## config.mk

```make
export PLATFORM = sky130hd
export DESIGN_NAME = load_endian_aligner
export DESIGN_NICKNAME = d
export VERILOG_FILES = /design/src/rtl/mist1032sa_mem_pkg.sv /design/src/rtl/load_req_fifo.sv /design/src/rtl/load_endian_aligner.sv
export SDC_FILE = /design/constraint.sdc
export NUM_CORES = 1
export LEC_CHECK = 0
export ABC_AREA = 1
export CAP_MARGIN = 20
export CORE_MARGIN = 2
export CORE_UTILIZATION = 45
export CTS_CLUSTER_DIAMETER = 80
export DETAILED_ROUTE_END_ITERATION = 10
export GPL_ROUTABILITY_DRIVEN = 0
export PLACE_DENSITY = 0.8
export SLEW_MARGIN = 20
export SYNTH_ARGS = -nofsm -noshare
export SYNTH_HDL_FRONTEND = slang
export SYNTH_SLANG_ARGS = --single-unit
```

## constraint.sdc

```tcl
create_clock -name iCLOCK -period 2.05 [get_ports iCLOCK]
set_input_delay 0.3075 -clock iCLOCK [delete_from_list [all_inputs] [get_ports iCLOCK]]
set_output_delay 0.3075 -clock iCLOCK [all_outputs]
set_load 0.02 [all_outputs]
```

## src/rtl/mist1032sa_mem_pkg.sv

```systemverilog
// Shared memory-path definitions for the load aligner and store-side endian controller.
// Contents:
//   - byte-mask encodings (little-endian lane numbering, same on load and store paths)
//   - ld_attr_t: per-request attributes {mask, signed} held in the load queue
//   - ld_align(): lane extraction, byte swap, right-align and extension of a
//     big-endian memory word
package mist1032sa_mem_pkg;

  localparam logic [3:0] MASK_WORD    = 4'b1111;
  localparam logic [3:0] MASK_HALF_LO = 4'b0011;
  localparam logic [3:0] MASK_HALF_HI = 4'b1100;
  localparam logic [3:0] MASK_BYTE0   = 4'b0001;
  localparam logic [3:0] MASK_BYTE1   = 4'b0010;
  localparam logic [3:0] MASK_BYTE2   = 4'b0100;
  localparam logic [3:0] MASK_BYTE3   = 4'b1000;

  // Queue entry attributes; the tag travels alongside because its width is a
  // parameter of the user.
  typedef struct packed {
    logic [3:0] mask;
    logic       sgn;
  } ld_attr_t;

  // Memory word m is big-endian: little-endian lane 0 lives in m[7:0] but is
  // the most significant byte of a word load. Unknown masks fall back to lane 3.
  function automatic logic [31:0] ld_align(input logic [3:0]  mask,
                                           input logic        sgn,
                                           input logic [31:0] m);
    logic [31:0] r;
    r = '0;
    case (mask)
      MASK_WORD:    r = {m[7:0], m[15:8], m[23:16], m[31:24]};
      MASK_HALF_LO: r = {{16{sgn & m[7]}},  m[7:0],   m[15:8]};
      MASK_HALF_HI: r = {{16{sgn & m[23]}}, m[23:16], m[31:24]};
      MASK_BYTE0:   r = {{24{sgn & m[7]}},  m[7:0]};
      MASK_BYTE1:   r = {{24{sgn & m[15]}}, m[15:8]};
      MASK_BYTE2:   r = {{24{sgn & m[23]}}, m[23:16]};
      default:      r = {{24{sgn & m[31]}}, m[31:24]};
    endcase
    return r;
  endfunction

endpackage

```

## src/rtl/load_req_fifo.sv

```systemverilog
// In-order queue of outstanding load requests.
// Ports:
//   clk_i, rst_ni      clock, synchronous active-low reset
//   push_i, wr_data_i  enqueue (ignored when full)
//   pop_i              dequeue head (ignored when empty)
//   rd_data_o          current head entry
//   count_o            number of stored entries (P_DEPTH_W+1 bits)
//   full_o, empty_o    registered-count status flags
module load_req_fifo
  import mist1032sa_mem_pkg::*;
#(
  parameter int P_WIDTH   = 9,
  parameter int P_DEPTH   = 4,
  parameter int P_DEPTH_W = 2
) (
  input  logic                 clk_i,
  input  logic                 rst_ni,
  input  logic                 push_i,
  input  logic [P_WIDTH-1:0]   wr_data_i,
  input  logic                 pop_i,
  output logic [P_WIDTH-1:0]   rd_data_o,
  output logic [P_DEPTH_W:0]   count_o,
  output logic                 full_o,
  output logic                 empty_o
);

  localparam logic [P_DEPTH_W:0] LP_FULL = P_DEPTH[P_DEPTH_W:0];

  logic [P_WIDTH-1:0]   mem_q [P_DEPTH];
  logic [P_DEPTH_W-1:0] wr_ptr_q, wr_ptr_d;
  logic [P_DEPTH_W-1:0] rd_ptr_q, rd_ptr_d;
  logic [P_DEPTH_W:0]   count_q, count_d;
  logic                 do_push, do_pop;

  assign full_o    = (count_q == LP_FULL);
  assign empty_o   = (count_q == '0);
  assign count_o   = count_q;
  assign rd_data_o = mem_q[rd_ptr_q];

  assign do_push = push_i && !full_o;
  assign do_pop  = pop_i && !empty_o;

  always_comb begin
    wr_ptr_d = wr_ptr_q;
    rd_ptr_d = rd_ptr_q;
    count_d  = count_q;
    if (do_push) wr_ptr_d = wr_ptr_q + 1'b1;
    if (do_pop)  rd_ptr_d = rd_ptr_q + 1'b1;
    case ({do_push, do_pop})
      2'b10:   count_d = count_q + 1'b1;
      2'b01:   count_d = count_q - 1'b1;
      default: count_d = count_q;
    endcase
  end

  always_ff @(posedge clk_i) begin
    if (!rst_ni) begin
      wr_ptr_q <= '0;
      rd_ptr_q <= '0;
      count_q  <= '0;
    end else begin
      wr_ptr_q <= wr_ptr_d;
      rd_ptr_q <= rd_ptr_d;
      count_q  <= count_d;
    end
  end

  // Storage needs no reset: entries are only read while counted as valid.
  always_ff @(posedge clk_i) begin
    if (do_push) mem_q[wr_ptr_q] <= wr_data_i;
  end

endmodule

```

## src/rtl/load_endian_aligner.sv

```systemverilog
// Load-path endian aligner: queues load requests in order, pairs each
// big-endian memory response with the oldest request, and returns the
// right-aligned, extended value with its tag.
// Optional feature macro: MIST1032SA_LOAD_SIGNEXT_EN
//   defined   - iREQ_SIGNED is queued and selects sign extension
//   undefined - iREQ_SIGNED is ignored; byte/halfword results zero-extend
// Ports:
//   iCLOCK, inRESET_SYNC                 clock, synchronous active-low reset
//   iREQ_VALID/oREQ_BUSY                 request handshake
//   iREQ_MASK, iREQ_SIGNED, iREQ_TAG     request attributes
//   iMEM_VALID/oMEM_BUSY, iMEM_DATA      memory response handshake and word
//   oLOAD_VALID/iLOAD_BUSY               result handshake
//   oLOAD_DATA, oLOAD_TAG                result value and tag
//   oOUTSTANDING                         queued request count
//   oERROR                               sticky: response with empty queue
module load_endian_aligner
  import mist1032sa_mem_pkg::*;
#(
  parameter int P_TAG_W   = 5,
  parameter int P_DEPTH   = 4,
  parameter int P_DEPTH_W = 2
) (
  input  logic                 iCLOCK,
  input  logic                 inRESET_SYNC,
  input  logic                 iREQ_VALID,
  output logic                 oREQ_BUSY,
  input  logic [3:0]           iREQ_MASK,
  input  logic                 iREQ_SIGNED,
  input  logic [P_TAG_W-1:0]   iREQ_TAG,
  input  logic                 iMEM_VALID,
  output logic                 oMEM_BUSY,
  input  logic [31:0]          iMEM_DATA,
  output logic                 oLOAD_VALID,
  input  logic                 iLOAD_BUSY,
  output logic [31:0]          oLOAD_DATA,
  output logic [P_TAG_W-1:0]   oLOAD_TAG,
  output logic [P_DEPTH_W:0]   oOUTSTANDING,
  output logic                 oERROR
);

`ifdef MIST1032SA_LOAD_SIGNEXT_EN
  localparam int LP_ATTR_W = 5;
`else
  localparam int LP_ATTR_W = 4;
`endif
  localparam int LP_ENTRY_W = LP_ATTR_W + P_TAG_W;

  logic [LP_ENTRY_W-1:0] wr_entry, head_entry;
  logic [3:0]            head_mask;
  logic                  head_sgn;
  logic [P_TAG_W-1:0]    head_tag;
  logic                  q_full, q_empty;
  logic                  req_accept, mem_accept, pop;

  logic                  valid_q, valid_d;
  logic [31:0]           data_q, data_d;
  logic [P_TAG_W-1:0]    tag_q, tag_d;
  logic                  err_q, err_d;

`ifdef MIST1032SA_LOAD_SIGNEXT_EN
  ld_attr_t push_attr;
  assign push_attr = '{mask: iREQ_MASK, sgn: iREQ_SIGNED};
  assign wr_entry  = {push_attr, iREQ_TAG};
  assign head_sgn  = head_entry[P_TAG_W];
`else
  logic unused_req_signed;
  assign unused_req_signed = iREQ_SIGNED;
  assign wr_entry  = {iREQ_MASK, iREQ_TAG};
  assign head_sgn  = 1'b0;
`endif
  assign head_mask = head_entry[LP_ENTRY_W-1 -: 4];
  assign head_tag  = head_entry[P_TAG_W-1:0];

  assign oREQ_BUSY  = q_full;
  assign oMEM_BUSY  = valid_q && iLOAD_BUSY;
  assign req_accept = iREQ_VALID && !q_full;
  assign mem_accept = iMEM_VALID && !oMEM_BUSY;
  // Emptiness is taken from the registered count, so a same-cycle push can
  // never satisfy a response.
  assign pop        = mem_accept && !q_empty;

  load_req_fifo #(
    .P_WIDTH   (LP_ENTRY_W),
    .P_DEPTH   (P_DEPTH),
    .P_DEPTH_W (P_DEPTH_W)
  ) u_req_fifo (
    .clk_i     (iCLOCK),
    .rst_ni    (inRESET_SYNC),
    .push_i    (req_accept),
    .wr_data_i (wr_entry),
    .pop_i     (pop),
    .rd_data_o (head_entry),
    .count_o   (oOUTSTANDING),
    .full_o    (q_full),
    .empty_o   (q_empty)
  );

  always_comb begin
    valid_d = valid_q;
    data_d  = data_q;
    tag_d   = tag_q;
    err_d   = err_q;
    if (pop) begin
      valid_d = 1'b1;
      data_d  = ld_align(head_mask, head_sgn, iMEM_DATA);
      tag_d   = head_tag;
    end else if (valid_q && !iLOAD_BUSY) begin
      valid_d = 1'b0;
      data_d  = '0;
      tag_d   = '0;
    end
    if (mem_accept && q_empty) err_d = 1'b1;
  end

  always_ff @(posedge iCLOCK) begin
    if (!inRESET_SYNC) begin
      valid_q <= 1'b0;
      data_q  <= '0;
      tag_q   <= '0;
      err_q   <= 1'b0;
    end else begin
      valid_q <= valid_d;
      data_q  <= data_d;
      tag_q   <= tag_d;
      err_q   <= err_d;
    end
  end

  assign oLOAD_VALID = valid_q;
  assign oLOAD_DATA  = data_q;
  assign oLOAD_TAG   = tag_q;
  assign oERROR      = err_q;

endmodule

```

==> impl_metrics.json <==
{
  "synth_cell_types": 28,
  "drtAntennaViolNets": 0,
  "yosysWarningCount": 0,
  "start_util_pct": 45.8,
  "overflow": 0,
  "slew_headroom_pct": 68.5,
  "grt_max_degree": 51,
  "synth_top_area_share_pct": 29.0,
  "grt_pass1_vias": 3310,
  "vias_per_cell": 5.25,
  "finalSetupViolations": 0,
  "rows": 33,
  "drcViolationCount": 0,
  "die_height_um": 95.0,
  "critical_path.top_delay_family": "simple AND/OR/NAND/NOR gates",
  "cpMostUsedCell": "nand2_1",
  "multi_input_comb_area_um2": 1490,
  "leakage_nw": 1.95,
  "final_cells": 643,
  "cp_data_required_time_ns": 2.34,
  "synth_area_um2": 3730,
  "placed_area_um2": 4810,
  "whs_ns": 0.467,
  "synthesis.instances": 434,
  "clockBufferDepth": 2,
  "ff_latch_area_um2": 2050,
  "vias": 3373,
  "core_um2": 8130,
  "numCtsBuffers": 9,
  "end_kind": "register",
  "ys_seq_area_share_pct": 54.8,
  "cp-start-kind": "register",
  "synth_top_area_cell": "edfxtp_1",
  "grt_setup_unrepaired": "false",
  "crit_chain": "buf_6, nand2_1, nand3_1, nand2_2, nand2_2, inv_1, nand2_1, nand2_1, o21ai_4, nand2_1, nand2_1, nand2_1, a21oi_2",
  "period_minus_slack_ns": 1.90,
  "final_area_um2": 5060,
  "syn_nets": 487,
  "die_w_um": 95.0,
  "worst_ep_arrival_time_ns": 2.18,
  "criticalPathCategory": "register to register",
  "fin_skew_ns": 0.0107,
  "drv_cap": 0,
  "syn_to_final_growth_pct": 35.8,
  "cts_root_buf": "clkbuf_8",
  "ys_seq_elements": 84,
  "avgSynthCellArea_um2": 8.59,
  "crit_slowest_cell": "dfxtp_1",
  "fin_crit_sh_pct": 92.5,
  "finalHoldViolations": 0,
  "wl_per_cell_um": 14.8,
  "clkLatencyLatePin_ns": 0.35,
  "drt_iter0_drc": 213,
  "gr-usage-all-layers_pct": 21.7,
  "status": "completed",
  "ios": 91,
  "antenna_found_initial": 0,
  "fmax_ghz": 0.527,
  "cts_num_sinks": 84,
  "final_nets": 586,
  "antenna_cells": 0,
  "ctsHoldBuffers": 0,
  "cp_max_fo": 19,
  "cts_tree": "done",
  "worstMarginPinSlew_ns": 0.472,
  "path_clk_slew_ns": 0.09,
  "p_per_area_nw_per_um2": 1110,
  "synthTopCellsByArea": "edfxtp_1 29%, dfxtp_1 26%, nand2_1 12%, nand3_1 8.1%, a21oi_1 5.2%",
  "finalPower_mw": 5.64,
  "fillers": 640,
  "dp_cells": 625,
  "drive_above_1_share_pct": 11.7,
  "dpl.hpwl_mm": 6.60,
  "grt_pass1_wl_mm": 15.0,
  "h-tree-depth": 3,
  "drt_pass1_iterations": 5,
  "die_area_um2": 9030,
  "worst_hold_path_type": "register to register",
  "wl_mm": 9.52,
  "maxSlewViolCount": 0,
  "peakVddDrop_mv": 0.747,
  "io_buffer_count": 89,
  "slowest_delay_ns": 0.33,
  "crit_buf_inv": 2
}
placed cells by master, fill, tap and decap left out, types with 6 or more instances in the layout:
cell type	instances
nand2_1	121
clkdlybuf4s50_1	89
nand3_1	60
dfxtp_1	45
a21oi_1	39
edfxtp_1	36
inv_1	25
o21ai_0	21
nor2_1	20
buf_4	16
clkbuf_8	9
nand2_2	7
nor2_4	6
logic make-up (layout without fill, tap and decap cells):
logic type,after synthesis,in the layout,synth area share [%]
and+or+nand+nor,219,219,26.3
DFF,84,84,54.8
AOI/OAI and AO/OA,74,74,10.6
buffers and inverters,51,155,6.11
adders and majority gates,6,6,2.22
power breakdown:
part           total, mW  internal [mW]  switching [mW]  leakage [nW]
Clock               1.27          0.682           0.586         0.109
Combinational       2.26          0.845            1.42          1.12
Sequential          2.10           1.97           0.133         0.722
what timing repair did:
item / CTS / global route
endpoints found under the setup margin: 0 / 17
resized for setup: 0 / 6
setup buffers: 0 / 2
metrics by stage:
stage | setup slack, ns | utilization, % | TNS [ns]
final | 0.154 | 62.2 | 0
after global routing | 0.0216 | 62.2 | 0
after CTS | 0.112 | 61.8 | 0
after detailed placement | -0.242 | 59.2 | -3.51
after global placement | -0.152 | 59.2 | -0.762
after floorplan | 0.0185 | - | 0
path summary, 6_finish.rpt:
path,from,end,slack [ns],cells past startpoint
setup / recovery,register,oLOAD_DATA[3],0.15,13
hold / removal,oLOAD_DATA[17],oLOAD_DATA[17],0.47,2
setup reg to reg,register,oLOAD_DATA[3],0.15,13
hold reg to reg,oLOAD_DATA[17],oLOAD_DATA[17],0.47,2
sequential cells by signal (all words and copies together) (netlist names), named ones only:
register             flops
oERROR                   1
oLOAD_VALID              1
u_req_fifo.rd_ptr_q      2
oLOAD_TAG                5
u_req_fifo.mem_q        36
u_req_fifo.count_o       3
u_req_fifo.wr_ptr_q      2
oLOAD_DATA              32
cell type report:
class	count	share of cell area [%]
Inverter	32	2.60
Clock buffer	9	2.45
Sequential cell	84	40.5
Clock inverter	7	1.78
Tap cell	105	2.60
Timing Repair Buffer	107	20.6
Multi-Input combinational cell	299	29.5
tightest hold or removal path: stages, from the launching register on:
cell and delay, ns:
dfxtp_1 0.32, nand2_1 0.06, a21oi_1 0.06
per-layer routing:
metal / vias up / routed length [um] / global-route usage, %
met4: 0 / 178 / 7.85
met5: - / 0 / 0
met2: 146 / 4790 / 38.2
li1: 1648 / - / -
met1: 1561 / 3830 / 25.3
met3: 18 / 720 / 5.85
cell usage after synthesis, drive strengths merged:
| library cell | count |
|---|---|
| o21ai | 27 |
| nand2 | 128 |
| buf | 8 |
| a31oi | 1 |
| a21oi | 41 |
| dfxtp | 48 |
| ha | 5 |
| o22ai | 5 |
| nand3b | 1 |
| fa | 1 |
| clkbuf | 11 |
| nor4 | 1 |
| nand3 | 61 |
| inv | 32 |
| edfxtp | 36 |
| nor2 | 27 |
| nor3 | 1 |
Note: power is estimated with default switching activity, not from simulation.
